**src/rtl/cpu_step_ctrl_pkg.sv**
```systemverilog
// Shared types and constants for the CPU step controller.
package cpu_step_ctrl_pkg;

    localparam int DIV_BASE_W = 8;

    typedef enum logic [1:0] {
        IDLE    = 2'd0,
        PRESSED = 2'd1,
        RUN     = 2'd2,
        HALTED  = 2'd3
    } step_state_t;

endpackage

```
**src/rtl/cpu_step_ctrl_if.sv**
```systemverilog
// Button/mode inputs and step/status outputs of the CPU step controller.
interface cpu_step_ctrl_if;

    logic       btn_raw;
    logic       run_mode;
    logic [2:0] rate_sel;
    logic       halt;
    logic       step;
    logic       btn_clean;
    logic [1:0] state_o;
    logic       halted;
    logic [7:0] step_count;

    modport master (
        output btn_raw, run_mode, rate_sel, halt,
        input  step, btn_clean, state_o, halted, step_count
    );

    modport slave (
        input  btn_raw, run_mode, rate_sel, halt,
        output step, btn_clean, state_o, halted, step_count
    );

endinterface

```
**src/rtl/cpu_step_ctrl_debounce.sv**
```systemverilog
// Two-flop synchronizer followed by a stability counter; btn_clean only
// follows the synchronized button after DEBOUNCE_CYCLES disagreeing samples.
module cpu_step_ctrl_debounce #(
    parameter int DEBOUNCE_CYCLES = 4,
    parameter int DEB_W           = 20
) (
    input  logic clk,
    input  logic rst,
    input  logic btn_raw,
    output logic btn_clean
);

    logic             sync_a;
    logic             btn_sync;
    logic [DEB_W-1:0] cnt;
    logic [DEB_W-1:0] cnt_inc;

    always_ff @(posedge clk or posedge rst) begin
        if (rst) begin
            sync_a   <= 1'b0;
            btn_sync <= 1'b0;
        end else begin
            sync_a   <= btn_raw;
            btn_sync <= sync_a;
        end
    end

    assign cnt_inc = cnt + DEB_W'(1);

    // Any sample agreeing with btn_clean restarts the count, so short glitches vanish.
    always_ff @(posedge clk or posedge rst) begin
        if (rst) begin
            cnt       <= '0;
            btn_clean <= 1'b0;
        end else if (btn_sync == btn_clean) begin
            cnt <= '0;
        end else if (cnt_inc == DEB_W'(DEBOUNCE_CYCLES)) begin
            btn_clean <= btn_sync;
            cnt       <= '0;
        end else begin
            cnt <= cnt_inc;
        end
    end

endmodule

```
**src/rtl/cpu_step_ctrl.sv**
```systemverilog
// Turns the activate button into one-cycle step enables for the core, in
// single-step or periodic run mode, stopping while the core reports halt.
module cpu_step_ctrl
    import cpu_step_ctrl_pkg::*;
#(
    parameter int DEBOUNCE_CYCLES = 4,
    parameter int DEB_W           = 20,
    parameter int RUN_SHIFT       = 0
) (
    input  logic            clk,
    input  logic            rst,
    cpu_step_ctrl_if.slave  bus
);

    localparam int DIV_W = DIV_BASE_W + RUN_SHIFT;

    step_state_t      state;
    step_state_t      state_next;
    logic             btn_clean;
    logic             clean_prev;
    logic             press;
    logic             step_q;
    logic             step_next;
    logic [DIV_W-1:0] div;
    logic [DIV_W-1:0] div_next;
    logic [DIV_W-1:0] interval_last;
    logic [7:0]       count;

    cpu_step_ctrl_debounce #(
        .DEBOUNCE_CYCLES (DEBOUNCE_CYCLES),
        .DEB_W           (DEB_W)
    ) u_debounce (
        .clk       (clk),
        .rst       (rst),
        .btn_raw   (bus.btn_raw),
        .btn_clean (btn_clean)
    );

    always_ff @(posedge clk or posedge rst) begin
        if (rst) begin
            clean_prev <= 1'b0;
        end else begin
            clean_prev <= btn_clean;
        end
    end

    assign press         = btn_clean & ~clean_prev;
    assign interval_last = (DIV_W'(1) << (int'(bus.rate_sel) + RUN_SHIFT)) - DIV_W'(1);

    always_ff @(posedge clk or posedge rst) begin
        if (rst) begin
            state <= IDLE;
        end else begin
            state <= state_next;
        end
    end

    always_comb begin
        state_next = state;
        case (state)
            IDLE: begin
                if (bus.run_mode)          state_next = RUN;
                else if (press && bus.halt) state_next = HALTED;
                else if (press)            state_next = PRESSED;
            end
            PRESSED: begin
                if (bus.run_mode)  state_next = RUN;
                else if (!btn_clean) state_next = IDLE;
            end
            RUN: begin
                if (!bus.run_mode) state_next = IDLE;
                else if (bus.halt) state_next = HALTED;
            end
            HALTED: begin
                if (!bus.run_mode && !bus.halt && !btn_clean) state_next = IDLE;
            end
            default: state_next = IDLE;
        endcase
    end

    // The divider is held at zero outside RUN, which gives the clear-on-entry behaviour;
    // the >= compare lets a shortened interval fire immediately.
    always_comb begin
        step_next = 1'b0;
        div_next  = '0;
        case (state)
            IDLE: begin
                step_next = !bus.run_mode && press && !bus.halt;
            end
            RUN: begin
                if (bus.run_mode && !bus.halt) begin
                    if (div >= interval_last) begin
                        step_next = 1'b1;
                    end else begin
                        div_next = div + DIV_W'(1);
                    end
                end
            end
            default: begin
                step_next = 1'b0;
            end
        endcase
    end

    always_ff @(posedge clk or posedge rst) begin
        if (rst) begin
            step_q <= 1'b0;
            div    <= '0;
            count  <= 8'd0;
        end else begin
            step_q <= step_next;
            div    <= div_next;
            count  <= count + {7'd0, step_q};
        end
    end

    assign bus.step       = step_q;
    assign bus.btn_clean  = btn_clean;
    assign bus.state_o    = state;
    assign bus.halted     = (state == HALTED);
    assign bus.step_count = count;

endmodule

```
**src/flat_wrapper.sv**
```systemverilog
// flat-port wrapper written by rule: the top's interface ports become plain ports
module cpu_step_ctrl_flat import cpu_step_ctrl_pkg::*;
#(
    parameter int DEBOUNCE_CYCLES = 4,
    parameter int DEB_W           = 20,
    parameter int RUN_SHIFT       = 0
)
  (clk, rst, bus_btn_raw, bus_run_mode, bus_rate_sel, bus_halt, bus_step, bus_btn_clean, bus_state_o, bus_halted, bus_step_count);
  cpu_step_ctrl_if bus_i ();
  input  logic clk;
  input  logic rst;
  input wire logic [$bits(bus_i.btn_raw)-1:0] bus_btn_raw;
  input wire logic [$bits(bus_i.run_mode)-1:0] bus_run_mode;
  input wire logic [$bits(bus_i.rate_sel)-1:0] bus_rate_sel;
  input wire logic [$bits(bus_i.halt)-1:0] bus_halt;
  output wire logic [$bits(bus_i.step)-1:0] bus_step;
  output wire logic [$bits(bus_i.btn_clean)-1:0] bus_btn_clean;
  output wire logic [$bits(bus_i.state_o)-1:0] bus_state_o;
  output wire logic [$bits(bus_i.halted)-1:0] bus_halted;
  output wire logic [$bits(bus_i.step_count)-1:0] bus_step_count;
  assign bus_i.btn_raw = bus_btn_raw;
  assign bus_i.run_mode = bus_run_mode;
  assign bus_i.rate_sel = bus_rate_sel;
  assign bus_i.halt = bus_halt;
  assign bus_step = bus_i.step;
  assign bus_btn_clean = bus_i.btn_clean;
  assign bus_state_o = bus_i.state_o;
  assign bus_halted = bus_i.halted;
  assign bus_step_count = bus_i.step_count;
  cpu_step_ctrl #(.DEBOUNCE_CYCLES(DEBOUNCE_CYCLES), .DEB_W(DEB_W), .RUN_SHIFT(RUN_SHIFT)) u_core (.clk(clk), .rst(rst), .bus(bus_i));
endmodule
```
**config.mk**
```make
export PLATFORM = sky130hd
export DESIGN_NAME = cpu_step_ctrl_flat
export DESIGN_NICKNAME = d
export VERILOG_FILES = /design/src/rtl/cpu_step_ctrl_pkg.sv /design/src/rtl/cpu_step_ctrl_if.sv /design/src/rtl/cpu_step_ctrl_debounce.sv /design/src/rtl/cpu_step_ctrl.sv /design/src/flat_wrapper.sv
export SDC_FILE = /design/constraint.sdc
export NUM_CORES = 1
export LEC_CHECK = 0
export BUFFER_PORTS_ARGS = -buffer_cell sky130_fd_sc_hd__buf_2
export CORE_AREA = 2 2 81 83
export CTS_BUF_LIST = sky130_fd_sc_hd__clkbuf_4 sky130_fd_sc_hd__clkbuf_8
export DETAILED_ROUTE_END_ITERATION = 8
export DIE_AREA = 0 0 83 85
export PLACE_DENSITY = 0.57
export SETUP_SLACK_MARGIN = 0.02
export SLEW_MARGIN = 20
export SYNTH_ARGS = -nofsm -noshare
export SYNTH_HDL_FRONTEND = slang
export SYNTH_SLANG_ARGS = --single-unit
```
**constraint.sdc**
```tcl
create_clock -name clk -period 4.8 [get_ports clk]
set_input_delay 1.44 -clock clk [delete_from_list [all_inputs] [get_ports clk]]
set_output_delay 1.44 -clock clk [all_outputs]
set_load 0.005 [all_outputs]
```
---- Word-level counts from Yosys, hierarchy flattened ----
Cells that the tools add are included.
word-level totals
  flip-flop bits (word level) ............. 43
  bits in latches ......................... 0
  RAM bits ................................ 0
  bits in read-only memories .............. 0
  output and inout port bits .............. 13
  memories ................................ 0
operators by class
  add/subtract/negate cells ............... 4
  $mul .................................... 0
  divide/modulo/power cells ............... 0
  $lt $le $gt $ge ......................... 1
  equality and inequality tests ........... 9
  shift-type cells ........................ 1
  multiplexer cells ....................... 17
  bitwise logic cells ..................... 3
  reductions and logical operators ........ 12
operators by type and width
  kind                                                   count
  two-way mux 20 bit                                     2
  two-way mux 8 bit                                      3
  adder 20 x 1 -> 20 bit, second input constant          1
  equality test 20 x 3 -> 1 bit, second input constant   1
  two-way mux 2 bit                                      8
  adder 8 x 1 -> 8 bit                                   1
  adder 8 x 1 -> 8 bit, second input constant            1
  >= comparator 8 bit                                    1
  case mux 2 bit (4 select lines)                        1
  << shifter 1 x 3 -> 8 bit, first input constant        1
  subtractor 8 x 2 -> 8 bit, second input constant       1
  logical AND 1 bit                                      6
  inequality test 3 bit, second input constant           2
  equality test 2 bit, second input constant             2
  inequality test 4 x 2 -> 1 bit, second input constant  1
  AND reduction 4 bit                                    1
  logical NOT 1 bit                                      3
  equality test 2 x 1 -> 1 bit, second input constant    1
  logical NOT 2 bit                                      1
  two-way mux 1 bit                                      2
  inequality test 2 x 1 -> 1 bit, second input constant  1
  NOT 1 bit                                              2
  case mux 1 bit (2 select lines)                        1
  AND reduction 2 bit                                    1
  2 further kinds                                        2

---- Longest topological paths before layout ----
  word-level depth ........................ 6
  mapped depth ............................ 9
  gate-level depth less buffers ........... 8

---- Cells and area by module ----
A second synthesis with hierarchy kept.
second synthesis, totals
  cell total of the unflattened synthesis .. 240
  area total of the unflattened synthesis .. 2514.9 um^2
by module, submodules not included
  module                  instances  cells each  area each (um^2)  sequential area each (um^2)
  cpu_step_ctrl_debounce  1          141         1418.9            575.6
  cpu_step_ctrl           1          99          1096.1            500.5

---- Least setup slack after synthesis ----
OpenSTA, ideal clock, no wires.
  kind .................................... input -> register
  from .................................... input port bus_rate_sel[0]
  to ...................................... register u_core.div[2]
  library setup time ...................... 75 ps
  arrival ................................. 3127 ps
  required time ........................... 4725 ps
  path slack .............................. 1598 ps
  cell stages on the path ................. 8
  buffers on the path ..................... 0
  cells stage by stage .................... or3_1 -> ha_1 -> nand2b_1 -> a21o_1 -> a21o_1 -> a211oi_1 -> o211ai_1 -> nor2_1
on the way
  longest elaborated chain between the ends .. 6
RTL lines
  element                    RTL line              source
  start, declared            flat_wrapper.sv:14    input wire logic [$bits(bus_i.rate_sel)-1:0] bus_rate_sel;
  << shifter 1 x 3 -> 8 bit  cpu_step_ctrl.sv:48   assign interval_last = (DIV_W'(1) << (int'(bus.rate_sel) + RUN_SHIFT)) - DIV_W'(1);
  subtractor 8 x 2 -> 8 bit  cpu_step_ctrl.sv:48
  >= comparator 8 bit        cpu_step_ctrl.sv:92   if (div >= interval_last) begin
  two-way mux 8 bit          cpu_step_ctrl.sv:92
  two-way mux 8 bit          cpu_step_ctrl.sv:91   if (bus.run_mode && !bus.halt) begin
  two-way mux 8 bit          cpu_step_ctrl.sv:86   case (state)
  net u_core.div_next[2]     cpu_step_ctrl.sv:25   logic [DIV_W-1:0] div_next;
  end signal, assigned       cpu_step_ctrl.sv:112  div <= div_next;
  end, declared              cpu_step_ctrl.sv:24   logic [DIV_W-1:0] div;
The timed path passes the listed nets, and every way through them passes these cells.
A chain may end at the register's enable or synchronous reset.

---- Final worst setup path ----
  from .................................... input port bus_rate_sel[0]
  to ...................................... register u_core.div[7]
The elaborated chain is that of the path after synthesis.

==> metrics.md <==
| Metric | Value |
|---|---|
| Count of cell types in the netlist | 46 |
| Full die area | just over 7000 um2 |
| Hold WS | about 0.37 ns |
| Syn. warnings | 0 |
| WL met3 | about 120 um |
| Tmin final | 3.20 ns |
| Vias in the first global route | approximately 1,700 |
| Post_cts resized | 0 |
| Routed Wire Length | around 4.4 mm |
| CP endpoint kind | flop |
| Final setup violating endpoints | 0 |
| WL met1 | 2.22 mm |
| Fin nets | 282 |
| Starting Density | 0.388 |
| Standard-cell rows | 29 |
| Max Used Layer | met4 |
| Fin crit share | 0.668 |
| Avg Inst Size Synth | roughly 10 um2 |
| R2R setup slack | 2.21 ns |
| Cell taking the most area after synthesis | dfrtp_1 |
| ANT cells | 0 |
| CTS tree | yes |
| CTS H-tree depth | 2 |
| Placer Congestion | roughly 0.79 |
| Critical-path maximum fanout | 8 |
| Hold Buf Count CTS | 0 |
| Number of flops mapped to enable cells by yosys | 0 |
| CTS Sinks | 43 |
| Router iterations before antenna repair | 4 |
| Peak VDD IR | 0.133 mV |
| Largest net degree at the start of global routing | 44 |
| Clk_lat worst skew | 0.30 ns |
| Post-DP HPWL | a little over 3 mm |
| Fmax | around 310 MHz |
| Synthesized cell area | ~2400 um2 |
| Mapped Nets | 261 |
| Combinational share of power | 0.175 |
| Max clock buf depth | 2 |
| CTS Buf Count | 5 |
| Hold Path Class | flop to flop |
| Cells after synthesis | 241 |
| Total track usage | 0.134 |
| DR WL/cell | between 10 and 15 um |
| CP startpoint kind | input pin |
| Switch share | 0.311 |
| Total Neg Setup Slack | 0 ns |
| Critical Path RT | 5.02 ns |
| Core Area | between 6000 and 7000 um2 |
| Async set-reset flop share out of synthesis | 1.00 |
| Buffers added on ports | 20 |
| Die Ht | 85 um |
| Starting DRT DRC Count | 73 |
| Initial antenna violation count | 0 |
| Layout Skew | 0.00521 ns |
| Root Driver | clkbuf_8 |
| RSZ-0062 raised after global routing | no |
| Worst reg2reg path depth | 7 |
| WS Path Type | input pin to flop |
| Largest cells by area after synthesis | dfrtp_1 (45%), ha_1 (6.2%), nor2_1 (5.9%), xnor2_1 (5.5%), xor2_1 (5.5%) |
| #FFs+latches synth | 43 |
| Clock share of power | 0.291 |
| Die X | 83 um |
| Setup bufs post-CTS | 0 |
| Share of cells above drive strength 1 | 0.152 |
| Run status | complete, no violations |
| Int Pwr | 561 uW |
| Layout area overhead | 10.6% |
| Worst hold path stage count | 0 |
| Overall power | 814 uW |
| Maxcap violations | 0 |
| Final hold vios | 0 |
| Top Ports | 21 |
| Worst-path clk slew | 0.08 ns |
| Arr. time, crit path | 3.42 ns |
| Rel. slew slack | 0.425 |
| Global-route wire length before repair | 7.76 mm |
| Worst-margin pin slew | 0.856 ns |
| Antenna Violating Nets Remaining | 0 |
| Via density | 5.13 |
| Leading register cell type out of synthesis | dfrtp_1 |
| WL met2 | between 2 and 2.5 mm |
| Post-synth top area share | 0.447 |
| Pwr dens | 305 nW/um2 |
| Sequential area share after synthesis | 0.447 |
| Top-count cell post-synth | dfrtp_1 |
| Detailed-route via count | 1,745 |
| Post-synth top cells | dfrtp_1 (43), nor2_1 (38), nand3_1 (15), xnor2_1 (15), xor2_1 (15) |
| Total global routing overflow | 0 |
| Net Sw Power | about 250 uW |
| Sequential power share | 0.534 |
| DR DRC count | 0 |
| P_leak | around 0.0012 uW |
| Pins Over Slew Limit | 0 |
-- worst paths after layout --
| check | startpoint | to |
|---|---|---|
| setup / recovery | bus_rate_sel[0] | u_core.div[7]$_DFF_PP0_ |
| hold / removal | u_core.u_debounce.sync_a$_DFF_PP0_ | u_core.u_debounce.btn_sync$_DFF_PP0_ |
| setup reg to reg | u_core.u_debounce.cnt[0]$_DFF_PP0_ | u_core.u_debounce.cnt[3]$_DFF_PP0_ |
| hold reg to reg | u_core.u_debounce.sync_a$_DFF_PP0_ | u_core.u_debounce.btn_sync$_DFF_PP0_ |
| max in group asynchronous | rst | u_core.u_debounce.cnt[4]$_DFF_PP0_ |
| min in group asynchronous | rst | u_core.u_debounce.cnt[9]$_DFF_PP0_ |
-- sequential cells by signal, indices dropped and copies added, names as in the netlist --
| register | cells |
|---|---|
| u_core.u_debounce.sync_a | 1 |
| u_core.bus.state_o | 2 |
| u_core.clean_prev | 1 |
| u_core.bus.step_count | 8 |
| u_core.div | 8 |
| u_core.u_debounce.btn_clean | 1 |
| u_core.bus.step | 1 |
| u_core.u_debounce.cnt | 20 |
| u_core.u_debounce.btn_sync | 1 |
-- worst max-delay path, cell delays in order --
cell	delay, ns
buf_2	0.11
or3_1	0.37
ha_1	0.27
nand2b_1	0.14
a21o_1	0.17
a21o_1	0.17
a211oi_1	0.28
o211ai_1	0.28
nor2_1	0.19
-- power by group through the flow --
stage / registers (uW) / logic (uW) / clock network [uW]
6_report: 434 / 143 / 237
5_1_grt: 444 / 166 / 261
3_3_place_gp: 441 / 144 / 0
3_5_place_dp: 441 / 145 / 0
2_1_floorplan: 432 / 110 / 0
4_1_cts: 434 / 145 / 248
-- cells in the final DEF, fill, tap and decap left out, types with 3 or more instances in the layout --
master,count
dfrtp_1,43
nor2_1,38
buf_2,20
nand3_1,15
xnor2_1,15
xor2_1,15
ha_1,12
nand2_1,10
and3_1,7
nor3_1,7
a21o_1,6
nand4_1,6
inv_1,5
a21oi_1,5
o21ai_0,5
or3_1,5
clkbuf_8,5
nor4b_1,3
nand3_2,3
mux2i_1,3
-- per-stage QoR --
step,instances,instance area (um2),setup WS [ns],util
detailed placement,332,2570,1.27,0.415
CTS,340,2670,1.57,0.430
finish,340,2670,1.60,0.430
global placement,332,2570,1.34,0.415
global route,340,2670,1.40,0.430
floorplan,241,2410,1.60,-
-- kinds of logic (layout without fill, tap and decap cells) --
kind of cell	after synthesis	in the layout	share of synthesized area
xor+xnor	30	30	0.109
mux	4	4	0.0187
simple gates	108	108	0.240
fa+ha+maj	13	13	0.0665
flops	43	43	0.447
compound gates	29	29	0.0919
buf+inv	13	35	0.0260
other cells	1	1	0.00156
-- per-layer routing --
layer | track usage | vias up
met5 | 0 | -
met4 | 0.0492 | 0
met3 | 0.0272 | 4
met2 | 0.216 | 27
met1 | 0.180 | 825
li1 | - | 889
-- cell type report --
cell class	instances	area (um2)
multi-input combinational	185	1270
tap	77	96.3
clock buffer	5	68.8
sequential	43	1080
clock inverter	3	23.8
inverter	6	22.5
timing repair buffer	21	108
fill	612	3540
Power figures use the tool's default switching activity.
